## src/rtl/ac_stack.sv

```systemverilog
// ---------------------------------------------------------------------------
// ac_stack: accumulator register with a LIFO save stack.
//
// The accumulator sits between the ALU result and the bus. An opcode-driven
// set of operations (load/clear/inc/dec/push/pop/swap) updates it. A small
// stack holds saved accumulator values for context save/restore.
//
// Ports:
//   clk          system clock; every state update happens on its rising edge
//   reset        synchronous, active-low reset
//   write_en     strobe; op executes only when 1
//   op[2:0]      operation select (see op_e)
//   AC_in        ALU result, used as the LOAD source
//   ALU          accumulator value, feeds the ALU operand input
//   bus_out      accumulator value, feeds the bus (same as ALU)
//   Zflag        acc == 0 or acc is negative (legacy "<= 0" test)
//   Eflag        acc == 0 exactly
//   Nflag        acc sign bit
//   stack_full   stack holds stack_depth entries
//   stack_empty  stack holds no entries
//   err          sticky: a push to a full stack, or a pop/swap on an empty one
// ---------------------------------------------------------------------------
module ac_stack #(
   parameter int reg_width   = 12,
   parameter int stack_depth = 4
) (
   input  logic                 clk,
   input  logic                 reset,
   input  logic                 write_en,
   input  logic [2:0]           op,
   input  logic [reg_width-1:0] AC_in,
   output logic [reg_width-1:0] ALU,
   output logic [reg_width-1:0] bus_out,
   output logic                 Zflag,
   output logic                 Eflag,
   output logic                 Nflag,
   output logic                 stack_full,
   output logic                 stack_empty,
   output logic                 err
);

   localparam int cnt_w = $clog2(stack_depth + 1);
   localparam int idx_w = (stack_depth > 1) ? $clog2(stack_depth) : 1;

   typedef enum logic [2:0] {
      OP_NOP   = 3'b000,
      OP_LOAD  = 3'b001,
      OP_CLEAR = 3'b010,
      OP_INC   = 3'b011,
      OP_DEC   = 3'b100,
      OP_PUSH  = 3'b101,
      OP_POP   = 3'b110,
      OP_SWAP  = 3'b111
   } op_e;

   logic [reg_width-1:0] acc;
   logic [cnt_w-1:0]     count;
   logic [reg_width-1:0] stack_mem [stack_depth];

   logic [reg_width-1:0] acc_nxt;
   logic [cnt_w-1:0]     count_nxt;
   logic                 err_nxt;
   logic                 flags_upd;
   logic                 mem_we;
   logic [idx_w-1:0]     mem_idx;
   logic [idx_w-1:0]     top_idx;
   logic                 full;
   logic                 empty;

   assign full    = (count == cnt_w'(stack_depth));
   assign empty   = (count == '0);
   assign top_idx = idx_w'(count - cnt_w'(1));

   // NOTE: every signal written here gets a default first so no latch is
   // inferred on paths where an op leaves it untouched.
   always_comb begin
      acc_nxt   = acc;
      count_nxt = count;
      err_nxt   = err;
      flags_upd = 1'b0;
      mem_we    = 1'b0;
      mem_idx   = top_idx;
      if (write_en) begin
         unique case (op_e'(op))
            OP_NOP: ;
            OP_LOAD: begin
               acc_nxt   = AC_in;
               flags_upd = 1'b1;
            end
            OP_CLEAR: begin
               acc_nxt   = '0;
               flags_upd = 1'b1;
            end
            OP_INC: begin
               acc_nxt   = acc + reg_width'(1);
               flags_upd = 1'b1;
            end
            OP_DEC: begin
               acc_nxt   = acc - reg_width'(1);
               flags_upd = 1'b1;
            end
            OP_PUSH: begin
               if (full) begin
                  err_nxt = 1'b1;
               end else begin
                  mem_we    = 1'b1;
                  mem_idx   = idx_w'(count);
                  count_nxt = count + cnt_w'(1);
                  flags_upd = 1'b1;
               end
            end
            OP_POP: begin
               if (empty) begin
                  err_nxt = 1'b1;
               end else begin
                  acc_nxt   = stack_mem[top_idx];
                  count_nxt = count - cnt_w'(1);
                  flags_upd = 1'b1;
               end
            end
            OP_SWAP: begin
               // The top entry is read and overwritten on the same edge; the
               // read sees the pre-edge value, so old acc and top trade places.
               if (empty) begin
                  err_nxt = 1'b1;
               end else begin
                  acc_nxt   = stack_mem[top_idx];
                  mem_we    = 1'b1;
                  flags_upd = 1'b1;
               end
            end
            default: ;
         endcase
      end
   end

   // NOTE: sequential state uses non-blocking assignments so every register
   // samples the pre-edge values regardless of statement order.
   always_ff @(posedge clk) begin
      if (!reset) begin
         acc   <= '0;
         count <= '0;
         err   <= 1'b0;
         Zflag <= 1'b0;
         Eflag <= 1'b0;
         Nflag <= 1'b0;
      end else begin
         acc   <= acc_nxt;
         count <= count_nxt;
         err   <= err_nxt;
         if (flags_upd) begin
            Eflag <= (acc_nxt == '0);
            Nflag <= acc_nxt[reg_width-1];
            Zflag <= (acc_nxt == '0) || acc_nxt[reg_width-1];
         end
      end
   end

   // NOTE: stack storage has no reset; clearing count is enough to discard
   // its contents, and leaving it unreset lets it map onto plain RAM/regs.
   always_ff @(posedge clk) begin
      if (reset && mem_we) begin
         stack_mem[mem_idx] <= acc;
      end
   end

   assign ALU         = acc;
   assign bus_out     = acc;
   assign stack_full  = full;
   assign stack_empty = empty;

endmodule
```

## config.mk

```make
export PLATFORM = sky130hd
export DESIGN_NAME = ac_stack
export DESIGN_NICKNAME = d
export VERILOG_FILES = /design/src/rtl/ac_stack.sv
export SDC_FILE = /design/constraint.sdc
export NUM_CORES = 1
export LEC_CHECK = 0
export ABC_CLOCK_PERIOD_IN_PS = 4250
export CAP_MARGIN = 10
export CORE_MARGIN = 3
export CORE_UTILIZATION = 55
export DETAILED_ROUTE_END_ITERATION = 16
export PLACE_DENSITY_LB_ADDON = 0.1
export SLEW_MARGIN = 15
export SYNTH_ARGS = -nofsm -noshare
export SYNTH_HDL_FRONTEND = slang
export SYNTH_SLANG_ARGS = --single-unit
```

## constraint.sdc

```tcl
create_clock -name clk -period 4.25 [get_ports clk]
set_clock_uncertainty 0.05 [all_clocks]
set_input_delay 0.85 -clock clk [delete_from_list [all_inputs] [get_ports clk]]
set_output_delay 0.85 -clock clk [all_outputs]
set_load 0.1 [all_outputs]
```

---- Yosys cells after proc, flatten, opt, wreduce, memory -nomap -nowiden ----
Memory sizes are Yosys's and may differ from the RTL's.
Index checks and enable logic that the tools add are counted.
cells by class
  equality and inequality tests ........... 12
  reductions and logical operators ........ 10
  muxes and demuxes ....................... 20
  add/sub/neg operators ................... 4
operators with widths
  kind                     number
  $pmux W12 S5             1
  $mux W12                 2
  $eq A3 B3 Y1 const B     5
  $add A12 B1 Y12 const B  1
  $logic_not A12 Y1        1
  $sub A12 B1 Y12 const B  1
  $mux W1                  8
  $reduce_and A4 Y1        2
  $eq A3 B2 Y1 const B     2
  $mux W2                  3
  $mux W3                  2
  $ne A2 B2 Y1 const B     3
  $pmux W3 S2              1
  $pmux W1 S2              2
  $reduce_bool A2 Y1       2
  $reduce_or A4 Y1         1
  $add A3 B1 Y3 const B    1
  $eq A3 B1 Y1 const B     1
  $logic_not A3 Y1         1
  $pmux W1 S3              1
  $sub A3 B1 Y3 const B    1
  $ne A2 B1 Y1 const B     1
  $reduce_or A2 Y1         1
  $logic_and A1 B1 Y1      1
  $logic_or A1 B1 Y1       1
word-level totals
  flip-flop bits (word level) ............. 19
  output and inout bits ................... 30
  logic and storage cells ................. 53
  bits in writable memories ............... 48
  input bits .............................. 18
  memories ................................ 1
memories
  name       depth  bits a word  rd ports  clocked after Yosys merged registers in  wr ports  line  text
  stack_mem  4      12           1         0                                        1         58    logic [reg_width-1:0] stack_mem [stack_depth];

---- Longest topological paths before layout ----
  word-level depth ........................ 7
  gate-level depth with buffers ........... 14
  mapped depth without buffers ............ 11

---- Worst setup path before layout ----
OpenSTA, ideal clock, no wires.
  kind .................................... register to register
  from .................................... register count[0]
  to ...................................... memory stack_mem[0][0], enable pin
  arrival time ............................ 3.588 ns
  period minus slack after synthesis ...... 4.050 ns
  stages on the path, launching flop included .. 11
  setup slack ............................. 0.200 ns
  path buffers ............................ 3
  data required time ...................... 3.788 ns
  library setup time ...................... 0.412 ns
  cell sequence ........................... dfxtp_1 > buf_6 > buf_12 > inv_1 > ha_1 > and2_1 > nor3b_1 > and3_1 > clkbuf_1 > xnor2_1 > nor4_1
between the ends
  cells in the longest elaborated chain, start to end .. 7
  elaborated cells between the ends (all ways) .. 13
  those cells by class .................... 1 x add/sub; 1 x eq/ne; 9 x mux; 2 x reduce/logical
RTL lines
  item                           line  text
  start, declared                57    logic [cnt_w-1:0] count;
  start signal, assigned         149   count <= count_nxt;
  $eq A3 B3 Y1 *                 70    assign full = (count == cnt_w'(stack_depth));
  net stack_full                 37    output logic stack_full,
  $mux W1                        103   if (full) begin
  $pmux W1 S2                    84    unique case (op_e'(op))
  $mux W1                        83    if (write_en) begin
  $logic_and A1 B1 Y1            162   if (reset && mem_we) begin
  $mux W1                        162
  $mux W1 (implied by the code)  163   stack_mem[mem_idx] <= acc;
  end, declared                  58
Mark *: on every way through the listed nets, which the timed path passes. The rest lies on a longest branch.

---- Worst setup path in the final report ----
  from .................................... input port op[2]
  to ...................................... register Zflag
between the ends
  cells in the longest elaborated chain, start to end .. 6
  elaborated cells between the ends (all ways) .. 15
  those cells by class .................... 7 x eq/ne; 4 x mux; 4 x reduce/logical
RTL lines
  item                               line  text
  start, declared                    30    input logic [2:0] op,
  $eq A3 B3 Y1                       84
  $reduce_or A2 Y1 (no source line)  -
  $pmux W12 S5                       84
  $mux W12                           83
  $logic_not A12 Y1                  154   Zflag <= (acc_nxt == '0) || acc_nxt[reg_width-1];
  $logic_or A1 B1 Y1                 154
  end signal, assigned               154
  end, declared                      34    output logic Zflag,
Parallel ways exist; a longest one is shown, timed or not.
A chain may end at the register's enable or synchronous reset.

==> flow_summary.json <==
{
  "status": "complete, no violations",
  "fin_nets": 414,
  "synth-edff-count": 48,
  "area_delta_synth_final_pct": 18.1,
  "vdd_drop_max_v": 0.000252,
  "viasPerCell": 6.27,
  "grt_pass1_vias": 2917,
  "first_pass_iters": 5,
  "crit_required_ns": 4.47,
  "worst_slew_pin_slew_ns": 0.986,
  "swShare": 0.326,
  "diodes": 0,
  "cts.sinks": 67,
  "arrival_ns": 4.22,
  "drt_iter0_markers": 278,
  "synth_nets": 369,
  "core-area_um2": 6570,
  "setup_ws_ns": 0.254,
  "clock_path_buffers": 2,
  "die_height_um": 89.8,
  "io_buffers": 47,
  "crit_end": "Zflag",
  "holdBufCountCts": 0,
  "die_w_um": 89.8,
  "min_path_type": "reg -> reg",
  "async_flop_share": 0,
  "final_util": 0.695,
  "avgSynthCellArea_um2": 11.5,
  "final_cell_mix": "edfxtp_1 (48), clkdlybuf4s50_1 (45), nor2_1 (39)",
  "clockPowerShare": 0.307,
  "min_period_ns": 4.00,
  "clock_latency_ns": 0.35,
  "rr_startpoint": "count[1]",
  "period_share": 0.940,
  "post-route-drc-count": 0,
  "seq_area_frac_synth": 0.471,
  "yosysUniqueCellTypes": 68,
  "hold_viol_final": 0,
  "htree_levels": 3,
  "pwr-share-comb": 0.240,
  "slew_headroom": 0.340,
  "vias": 3002,
  "synthCells": 337,
  "dieArea_um2": 8070,
  "yosysTopAreaCell": "edfxtp_1",
  "cp_num_cells": 13,
  "max_freq_mhz": 250,
  "p_int_mw": 1.10,
  "grt_max_degree": 27,
  "synth_top_cell_area_share": 0.373,
  "hold_slack_ns": 0.420,
  "clock-root-buffer": "clkbuf_8",
  "startpoint": "op[2]",
  "start_util": 0.589,
  "cp-end-kind": "register",
  "synthFlopType": "edfxtp_1",
  "finalNonFillerCells": 479,
  "setup_viol": 0,
  "path_class": "in -> reg",
  "grt_pass1_wl_um": 15500,
  "drive_above_1_share": 0.130,
  "rr_endpoint": "Zflag",
  "power_leakage_nw": 1.58,
  "place_congestion": 1.00,
  "placed_cells": 464,
  "gr-total-overflow": 0,
  "num_rows": 29,
  "avgRoutedWirePerCell_um": 20.3,
  "cts_buffers": 9,
  "dp_hpwl_um": 6710,
  "placed_cell_area_um2": 4370,
  "slowest_stage": "or4b_1",
  "dp_slack_ns": -0.0607,
  "p_sw_mw": 0.533,
  "path_delay_family": "compound AO/OA/AOI/OAI gates",
  "grt_antenna_before_repair": 0,
  "p_seq_frac": 0.453,
  "cp.buffers_inverters": 3,
  "synth_area_um2": 3870,
  "r2r_cells": 10,
  "totalWireLength_um": 9740,
  "cellPowerDensity_nw_per_um2": 358,
  "antenna_left": 0,
  "num_io_pins": 48,
  "cp-start-kind": "input port",
  "track_usage": 0.250,
  "path_cells": "clkdlybuf4s50_1 -> or3b_4 -> inv_2 -> buf_4 -> ha_1 -> o211ai_1 -> o221ai_1 -> o221ai_2 -> a21o_1 -> a221oi_1 -> a21oi_1 -> or4b_1 -> o21ai_1",
  "final_cell_area_um2": 4570,
  "maxSlewViolCount": 0,
  "ys_ff_latch": 67,
  "synthTopCellsByArea": "edfxtp_1 (37%), dfxtp_1 (9.8%), mux4_1 (6.1%)",
  "r2r_setup_slack_ns": 0.85,
  "crit_fanout": 8,
  "grt_setup_unrepaired": "false",
  "max_stage_delay_ns": 0.55,
  "clk_pin_slew_ns": 0.07,
  "post-cts-setup-buffers": 0,
  "cts_tree": "built",
  "timing.max_cap.violations": 0,
  "yosysWarnings": 0,
  "layout_commonest_cell": "edfxtp_1"
}
flip-flops by register name, indices dropped and copies added, names as in the netlist:
register,count
stack_mem,48
err,1
Eflag,1
Nflag,1
count,3
Zflag,1
ALU,12
worst reg2reg max path: stages (launching register included):
cell       delay [ns]
dfxtp_1          0.37
inv_1            0.10
ha_1             0.73
mux4_1           0.42
a32o_1           0.30
nand2_1          0.10
nand4_1          0.13
nor4_2           0.23
o2111ai_1        0.22
or4b_1           0.57
o21ai_1          0.11
Yosys cell counts, types with 3 or more instances:
master,number
edfxtp_1,48
nor2_1,39
dfxtp_1,19
o21ai_0,18
buf_4,14
ha_1,13
a21oi_1,12
nand2_1,10
mux2i_1,9
mux4_1,9
nor3_1,8
a211oi_1,7
clkbuf_1,7
inv_1,7
xnor2_1,7
and2_1,6
nand3_1,6
a31oi_1,5
nor2b_1,5
nor3b_1,4
o211ai_1,4
o21a_1,4
o21bai_1,4
o221ai_1,4
a21boi_0,3
buf_2,3
buf_6,3
mux4_2,3
nor4_1,3
what timing repair did:
item / in CTS / in global routing
setup endpoints to repair: 0 / 2
hold endpoints to repair: 0 / 0
resized for setup: 0 / 2
worst min path at each step:
stage          startpoint        to  slack [ns]  depth (start not counted)
2_1_floorplan    count[2]  count[2]        0.42                          2
3_3_place_gp        Eflag     Eflag        0.41                          2
3_5_place_dp        Eflag     Eflag        0.41                          2
4_1_cts             Eflag     Eflag        0.42                          2
5_1_grt             Eflag     Eflag        0.44                          2
6_report            Eflag     Eflag        0.42                          2
stage by stage:
step	TNS, ns	total power, mW
final	0	1.64
after floorplan	0	1.05
after detailed placement	-0.0846	1.14
after global routing	0	1.70
after CTS	0	1.64
after global placement	-0.000659	1.14
cell type report:
type | instances | area [µm²]
Clock buffer | 10 | 128
Clock inverter | 5 | 55.1
Fill cell | 498 | 2000
Inverter | 9 | 33.8
Multi-Input combinational cell | 233 | 1830
Sequential cell | 67 | 1820
Tap cell | 93 | 116
Timing Repair Buffer | 62 | 578
power groups by stage:
stage	clock network, mW	logic (mW)	registers [mW]
floorplan	0	0.226	0.821
global placement	0	0.385	0.754
detailed placement	0	0.386	0.755
CTS	0.512	0.388	0.741
global route	0.546	0.414	0.744
finish	0.503	0.392	0.741
cells by family (layout without fill, tap and decap cells):
group / count (synthesis) / count (layout) / synth area share
compound gates: 89 / 89 / 0.161
simple gates: 100 / 100 / 0.137
buf+inv: 37 / 86 / 0.0605
xor+xnor: 9 / 9 / 0.0204
fa+ha+maj: 14 / 14 / 0.0473
mux: 21 / 21 / 0.102
flops: 67 / 67 / 0.471
routing by layer:
metal | track usage | vias to the layer above | share of wire
li1 | - | 1385 | -
met1 | 0.338 | 1420 | 0.42
met2 | 0.400 | 172 | 0.47
met3 | 0.0559 | 25 | 0.086
met4 | 0.0881 | 0 | 0.026
met5 | 0 | - | 0
No activity file was read; power rests on OpenSTA's default activity.
